File: src/rtl/axi_read_responder.sv
// AXI read-channel responder: accepts one AR burst at a time, reads each beat from a
// single-port memory with one cycle of latency and returns it on the R channel.
module axi_read_responder #(
    parameter int DATA_WIDTH = 32,
    parameter int ADDR_WIDTH = 16,
    parameter int ID_WIDTH   = 4
) (
    input  logic                  ACLK,
    input  logic                  ARESET,
    input  logic                  ARVALID,
    output logic                  ARREADY,
    input  logic [ADDR_WIDTH-1:0] ARADDR,
    input  logic [7:0]            ARLEN,
    input  logic [1:0]            ARBURST,
    input  logic [ID_WIDTH-1:0]   ARID,
    output logic                  RVALID,
    input  logic                  RREADY,
    output logic [DATA_WIDTH-1:0] RDATA,
    output logic [1:0]            RRESP,
    output logic                  RLAST,
    output logic [ID_WIDTH-1:0]   RID,
    output logic                  mem_rd_en,
    output logic [ADDR_WIDTH-1:0] mem_addr,
    input  logic [DATA_WIDTH-1:0] mem_rdata
);

    localparam logic [1:0] S_IDLE  = 2'd0;
    localparam logic [1:0] S_FETCH = 2'd1;
    localparam logic [1:0] S_WAIT  = 2'd2;
    localparam logic [1:0] S_SEND  = 2'd3;

    localparam logic [1:0] BURST_INCR  = 2'b01;
    localparam logic [1:0] RESP_OKAY   = 2'b00;
    localparam logic [1:0] RESP_SLVERR = 2'b10;

    localparam logic [ADDR_WIDTH-1:0] BEAT_BYTES = ADDR_WIDTH'(DATA_WIDTH / 8);
    localparam logic [ADDR_WIDTH-1:0] ALIGN_MASK = ~(BEAT_BYTES - ADDR_WIDTH'(1));

    logic [1:0]            state_q,  state_d;
    logic [ADDR_WIDTH-1:0] addr_q,   addr_d;
    logic [7:0]            cnt_q,    cnt_d;
    logic [1:0]            burst_q,  burst_d;
    logic                  err_q,    err_d;
    logic [ID_WIDTH-1:0]   rid_q,    rid_d;
    logic                  rvalid_q, rvalid_d;
    logic [DATA_WIDTH-1:0] rdata_q,  rdata_d;
    logic [1:0]            rresp_q,  rresp_d;
    logic                  rlast_q,  rlast_d;

    // ARREADY is forced low while reset is held, even though the state is already IDLE.
    assign ARREADY   = (state_q == S_IDLE) && !ARESET;
    assign mem_rd_en = (state_q == S_FETCH) && !err_q;
    assign mem_addr  = addr_q;
    assign RVALID    = rvalid_q;
    assign RDATA     = rdata_q;
    assign RRESP     = rresp_q;
    assign RLAST     = rlast_q;
    assign RID       = rid_q;

    always_comb begin
        // NOTE: every _d starts as its _q so no path through the case can infer a latch.
        state_d  = state_q;
        addr_d   = addr_q;
        cnt_d    = cnt_q;
        burst_d  = burst_q;
        err_d    = err_q;
        rid_d    = rid_q;
        rvalid_d = rvalid_q;
        rdata_d  = rdata_q;
        rresp_d  = rresp_q;
        rlast_d  = rlast_q;

        case (state_q)
            S_IDLE: begin
                if (ARVALID && ARREADY) begin
                    addr_d  = ARADDR & ALIGN_MASK;
                    cnt_d   = ARLEN;
                    burst_d = ARBURST;
                    rid_d   = ARID;
                    err_d   = ARBURST[1];
                    state_d = S_FETCH;
                end
            end
            S_FETCH: state_d = S_WAIT;
            S_WAIT: begin
                rdata_d  = err_q ? '0 : mem_rdata;
                rresp_d  = err_q ? RESP_SLVERR : RESP_OKAY;
                rlast_d  = (cnt_q == 8'd0);
                rvalid_d = 1'b1;
                state_d  = S_SEND;
            end
            default: begin
                if (rvalid_q && RREADY) begin
                    rvalid_d = 1'b0;
                    if (cnt_q == 8'd0) begin
                        rlast_d = 1'b0;
                        state_d = S_IDLE;
                    end else begin
                        cnt_d   = cnt_q - 8'd1;
                        // FIXED bursts re-read the same word; wrap past the top of the space is intended.
                        if (burst_q == BURST_INCR) addr_d = addr_q + BEAT_BYTES;
                        state_d = S_FETCH;
                    end
                end
            end
        endcase
    end

    always_ff @(posedge ACLK) begin
        // NOTE: sequential state uses non-blocking assignments; reset is synchronous, checked first.
        if (ARESET) begin
            state_q  <= S_IDLE;
            addr_q   <= '0;
            cnt_q    <= '0;
            burst_q  <= '0;
            err_q    <= 1'b0;
            rid_q    <= '0;
            rvalid_q <= 1'b0;
            rdata_q  <= '0;
            rresp_q  <= '0;
            rlast_q  <= 1'b0;
        end else begin
            state_q  <= state_d;
            addr_q   <= addr_d;
            cnt_q    <= cnt_d;
            burst_q  <= burst_d;
            err_q    <= err_d;
            rid_q    <= rid_d;
            rvalid_q <= rvalid_d;
            rdata_q  <= rdata_d;
            rresp_q  <= rresp_d;
            rlast_q  <= rlast_d;
        end
    end

endmodule

File: config.mk
export PLATFORM = sky130hd
export DESIGN_NAME = axi_read_responder
export DESIGN_NICKNAME = d
export VERILOG_FILES = /design/src/rtl/axi_read_responder.sv
export SDC_FILE = /design/constraint.sdc
export NUM_CORES = 1
export LEC_CHECK = 0
export ABC_AREA = 1
export CORE_MARGIN = 5
export CORE_UTILIZATION = 48
export DETAILED_ROUTE_END_ITERATION = 12
export PLACE_DENSITY_LB_ADDON = 0.25
export SLEW_MARGIN = 20
export SYNTH_ARGS = -nofsm -noshare
export SYNTH_HDL_FRONTEND = slang
export SYNTH_SLANG_ARGS = --single-unit
export TNS_END_PERCENT = 30
File: constraint.sdc
create_clock -name ACLK -period 2.9 [get_ports ACLK]
set_input_delay 0.725 -clock ACLK [delete_from_list [all_inputs] [get_ports ACLK]]
set_output_delay 0.725 -clock ACLK [all_outputs]
set_load 0.02 [all_outputs]
==> impl_metrics.env, run 1 <==
export IMPL_max_freq_mhz=377.6
export IMPL_numPortBuffers=118
export IMPL_cp_required_ps=2170
export IMPL_clockBufferDepth=2
export IMPL_crit_fanout=2
export IMPL_rsz0062_at_grt="false"
export IMPL_drive_above_1_share_pct=6.066
export IMPL_endpoint_kind="primary output"
export IMPL_clk_latency_ps=330
export IMPL_crit_chain="clkdlybuf4s50_1, nor2_1, clkdlybuf4s50_1"
export IMPL_synth_area_top_cells="dfxtp_1, nand2_1, nor2_1, a21oi_1, nand3_1"
export IMPL_p_switching_mw=1.706
export IMPL_diodes=0
export IMPL_seqPwrFrac_pct=30.7
export IMPL_drt_pass1_iter_count=5
export IMPL_dp_cells=674
export IMPL_syn_avg_cell_area_um2=6.571
export IMPL_synth_top_area_share_pct=40.17
export IMPL_cts_root_buf="clkbuf_8"
export IMPL_peakVddDrop_uv=459.2
export IMPL_start_util_pct=48.48
export IMPL_cts_resized=0
export IMPL_pwr_share_comb_pct=49.8
export IMPL_use_met1_pct=22.27
export IMPL_hold_viol=0
export IMPL_numCtsBuffers=9
export IMPL_tns_ps=0
export IMPL_cts_tree="built"
export IMPL_yosys_warnings=0
export IMPL_synth_seq_area_share_pct=40.17
export IMPL_setup_viol=0
export IMPL_clk_pin_slew_worst_paths_ps=70
export IMPL_critPathTopFamily="buffers and inverters"
export IMPL_cpMostUsedCell="clkdlybuf4s50_1"
export IMPL_hold_path_class="reg -> reg"
export IMPL_cts_sinks=65
export IMPL_area_growth_pct=42.91
export IMPL_cap_viol_max_count=0
export IMPL_swShare_pct=42.86
export IMPL_grt_busiest_layer="met2"
export IMPL_drc_errors=0
export IMPL_vias=3349
export IMPL_yosysUniqueCellTypes=28
export IMPL_fin_nets=677
export IMPL_fin_crit_sh_pct=91.31
export IMPL_use_met3_pct=11.32
export IMPL_drt_first_iter_violations=109
export IMPL_ant_nets=0
export IMPL_num_io_pins=124
export IMPL_total_power_mw=3.980
export IMPL_hpwlAfterDp_um=6177
export IMPL_cpMaxStageDelayCell="clkdlybuf4s50_1"
export IMPL_yosys_area_top_type="dfxtp_1"
export IMPL_antenna_found_initial=0
export IMPL_core_area_um2=6681
export IMPL_drv_slew=0
export IMPL_place_congestion=0.8615
export IMPL_finClkSkew_ps=11.76
export IMPL_grt_overflow=0
export IMPL_instances_no_fill=690
export IMPL_cp_arrival_ps=1920
export IMPL_grt_pass1_wl_um=14010
export IMPL_netlist_area_um2=3239
export IMPL_rows=30
export IMPL_grt_usage_pct=20.20
export IMPL_power_density_nw_per_um2=859.8
export IMPL_grt_max_degree=38
export IMPL_cts_setup_buffers=0
export IMPL_use_met2_pct=33.39
export IMPL_die_w_um=92.15
export IMPL_synthCells=493
export IMPL_cts_hold_buf=0
export IMPL_post_dp_cell_area_um2=4425
export IMPL_design_area_um2=4629
export IMPL_h_tree_depth=3
export IMPL_die_height_um=92.15
export IMPL_viasPerCell=4.854
export IMPL_min_period_ps=2648
export IMPL_crit_path_start_kind="primary input"
export IMPL_timing_hold_ws_ps=463.8
export IMPL_grt_pass1_vias=3133
export IMPL_ys_ff_latch=65
export IMPL_critPathKind="in -> out"
export IMPL_p_clk_share_pct=19.5
export IMPL_max_stage_delay_ps=630
export IMPL_routedWlPerCell_um=12.37
export IMPL_dieArea_um2=8492
export IMPL_routed_wl_um=8537
export IMPL_internal_power_mw=2.275
export IMPL_outcome="completed"
export IMPL_power_leakage_nw=1.951
export IMPL_path_buf_inv=2
==> power groups by stage <==
stage                     clock [mW]  combinational, mW  sequential, mW
after global placement             0               1.96            1.23
after CTS                      0.792               2.01            1.22
after floorplan                    0               1.31            1.37
final                          0.776               1.98            1.22
after global routing           0.846               2.24            1.24
after detailed placement           0               2.00            1.24
==> state kept, by name, summed over array words and instances (netlist names) <==
signal,cells
RID,4
state_q,2
cnt_q,8
RDATA,32
burst_q,2
RLAST,1
RRESP,1
RVALID,1
mem_addr,14
==> per-stage QoR <==
stage | setup WS (ps) | utilization (%)
after floorplan | 969.1 | -
after global placement | 271.4 | 66.24
after detailed placement | 255.0 | 66.24
after CTS | 248.2 | 69.29
after global routing | 144.3 | 69.29
final | 252.0 | 69.29
==> layout by cell type, fill, tap and decap left out, types with 2 or more instances in the layout <==
master,count
clkdlybuf4s50_1,118
or2_2,2
ha_1,6
clkbuf_8,10
nand3_2,2
nand4_1,5
nor2_2,3
buf_4,5
inv_2,3
nand3_1,27
a21oi_1,43
inv_1,34
nor2_1,59
clkinvlp_4,3
dfxtp_1,65
nand2_1,187
o21ai_0,22
o21ai_1,2
conb_1,3
inv_6,2
==> worst register-to-register path: cells and delay by family (launching register included) <==
family | cells | cell delay [ps]
DFF | 1 | 370
and+or+nand+nor | 4 | 750
adders and majority gates | 1 | 260
buffers and inverters | 2 | 270
AOI/OAI and AO/OA | 1 | 80
==> cell usage after synthesis <==
cell and instances:
clkbuf_1 8, nor2_4 1, conb_1 1, ha_1 6, inv_2 3, nand3_2 2, dfxtp_1 65, a21oi_4 1
a21oi_1 43, xnor2_1 1, buf_6 4, buf_2 7, nor2_1 59, nor2_2 3, nand4_1 5, nand3_1 27
nand2_1 187, o21ai_0 22, nor2_8 1, or2_2 2, nand4_4 1, buf_4 3, a21oi_2 1, o21ai_1 2
buf_1 2, inv_6 1, xor2_1 1, inv_1 34
==> area by class of cell <==
class,instances,area [µm²]
clock buffer,10,137.6
tap,80,100.1
clock inverter,6,66.31
inverter,38,147.6
fill,577,2052
timing repair buffer,123,1219
sequential,65,1301
multi-input combinational,368,1658
==> layer usage <==
layer / part of all wire [%] / up-vias
li1: - / 1767
met1: 40 / 1469
met2: 46 / 106
met3: 13 / 7
met4: 1.0 / 0
met5: 0 / -
==> worst paths after layout <==
check / from / endpoint / slack (ps) / depth (start not counted)
worst min-delay path: RDATA[24] / RDATA[24] / 460 / 2
worst min register to register: RDATA[24] / RDATA[24] / 460 / 2
worst max register to register: state_q[0] / mem_addr[6] / 1060 / 8
worst max-delay path: ARESET / ARREADY / 250 / 3
==> cell families (layout without fill, tap and decap cells) <==
family	count (synthesis)	count (layout)	share of synthesized area (%)
other	1	3	0.1158
flip-flops	65	65	40.17
XOR/XNOR	2	2	0.5408
buffers and inverters	62	177	8.884
adder cells (fa/ha/maj)	6	6	2.317
AO/OA/AOI/OAI	69	69	11.12
AND/OR/NAND/NOR	288	288	36.85
Note: power is estimated with default switching activity, not from simulation.
==> inputs of run 2 (changes only) <==
--- a/config.mk
+++ b/config.mk
@@ -9,7 +9,9 @@
 export CORE_MARGIN = 5
 export CORE_UTILIZATION = 48
 export DETAILED_ROUTE_END_ITERATION = 12
+export HOLD_SLACK_MARGIN = 0.05
 export PLACE_DENSITY_LB_ADDON = 0.25
+export SETUP_SLACK_MARGIN = 0.1
 export SLEW_MARGIN = 20
 export SYNTH_ARGS = -nofsm -noshare
 export SYNTH_HDL_FRONTEND = slang
==> results of run 2 <==
Same layout as run 1: the final DEF is identical, and so are final timing and power.
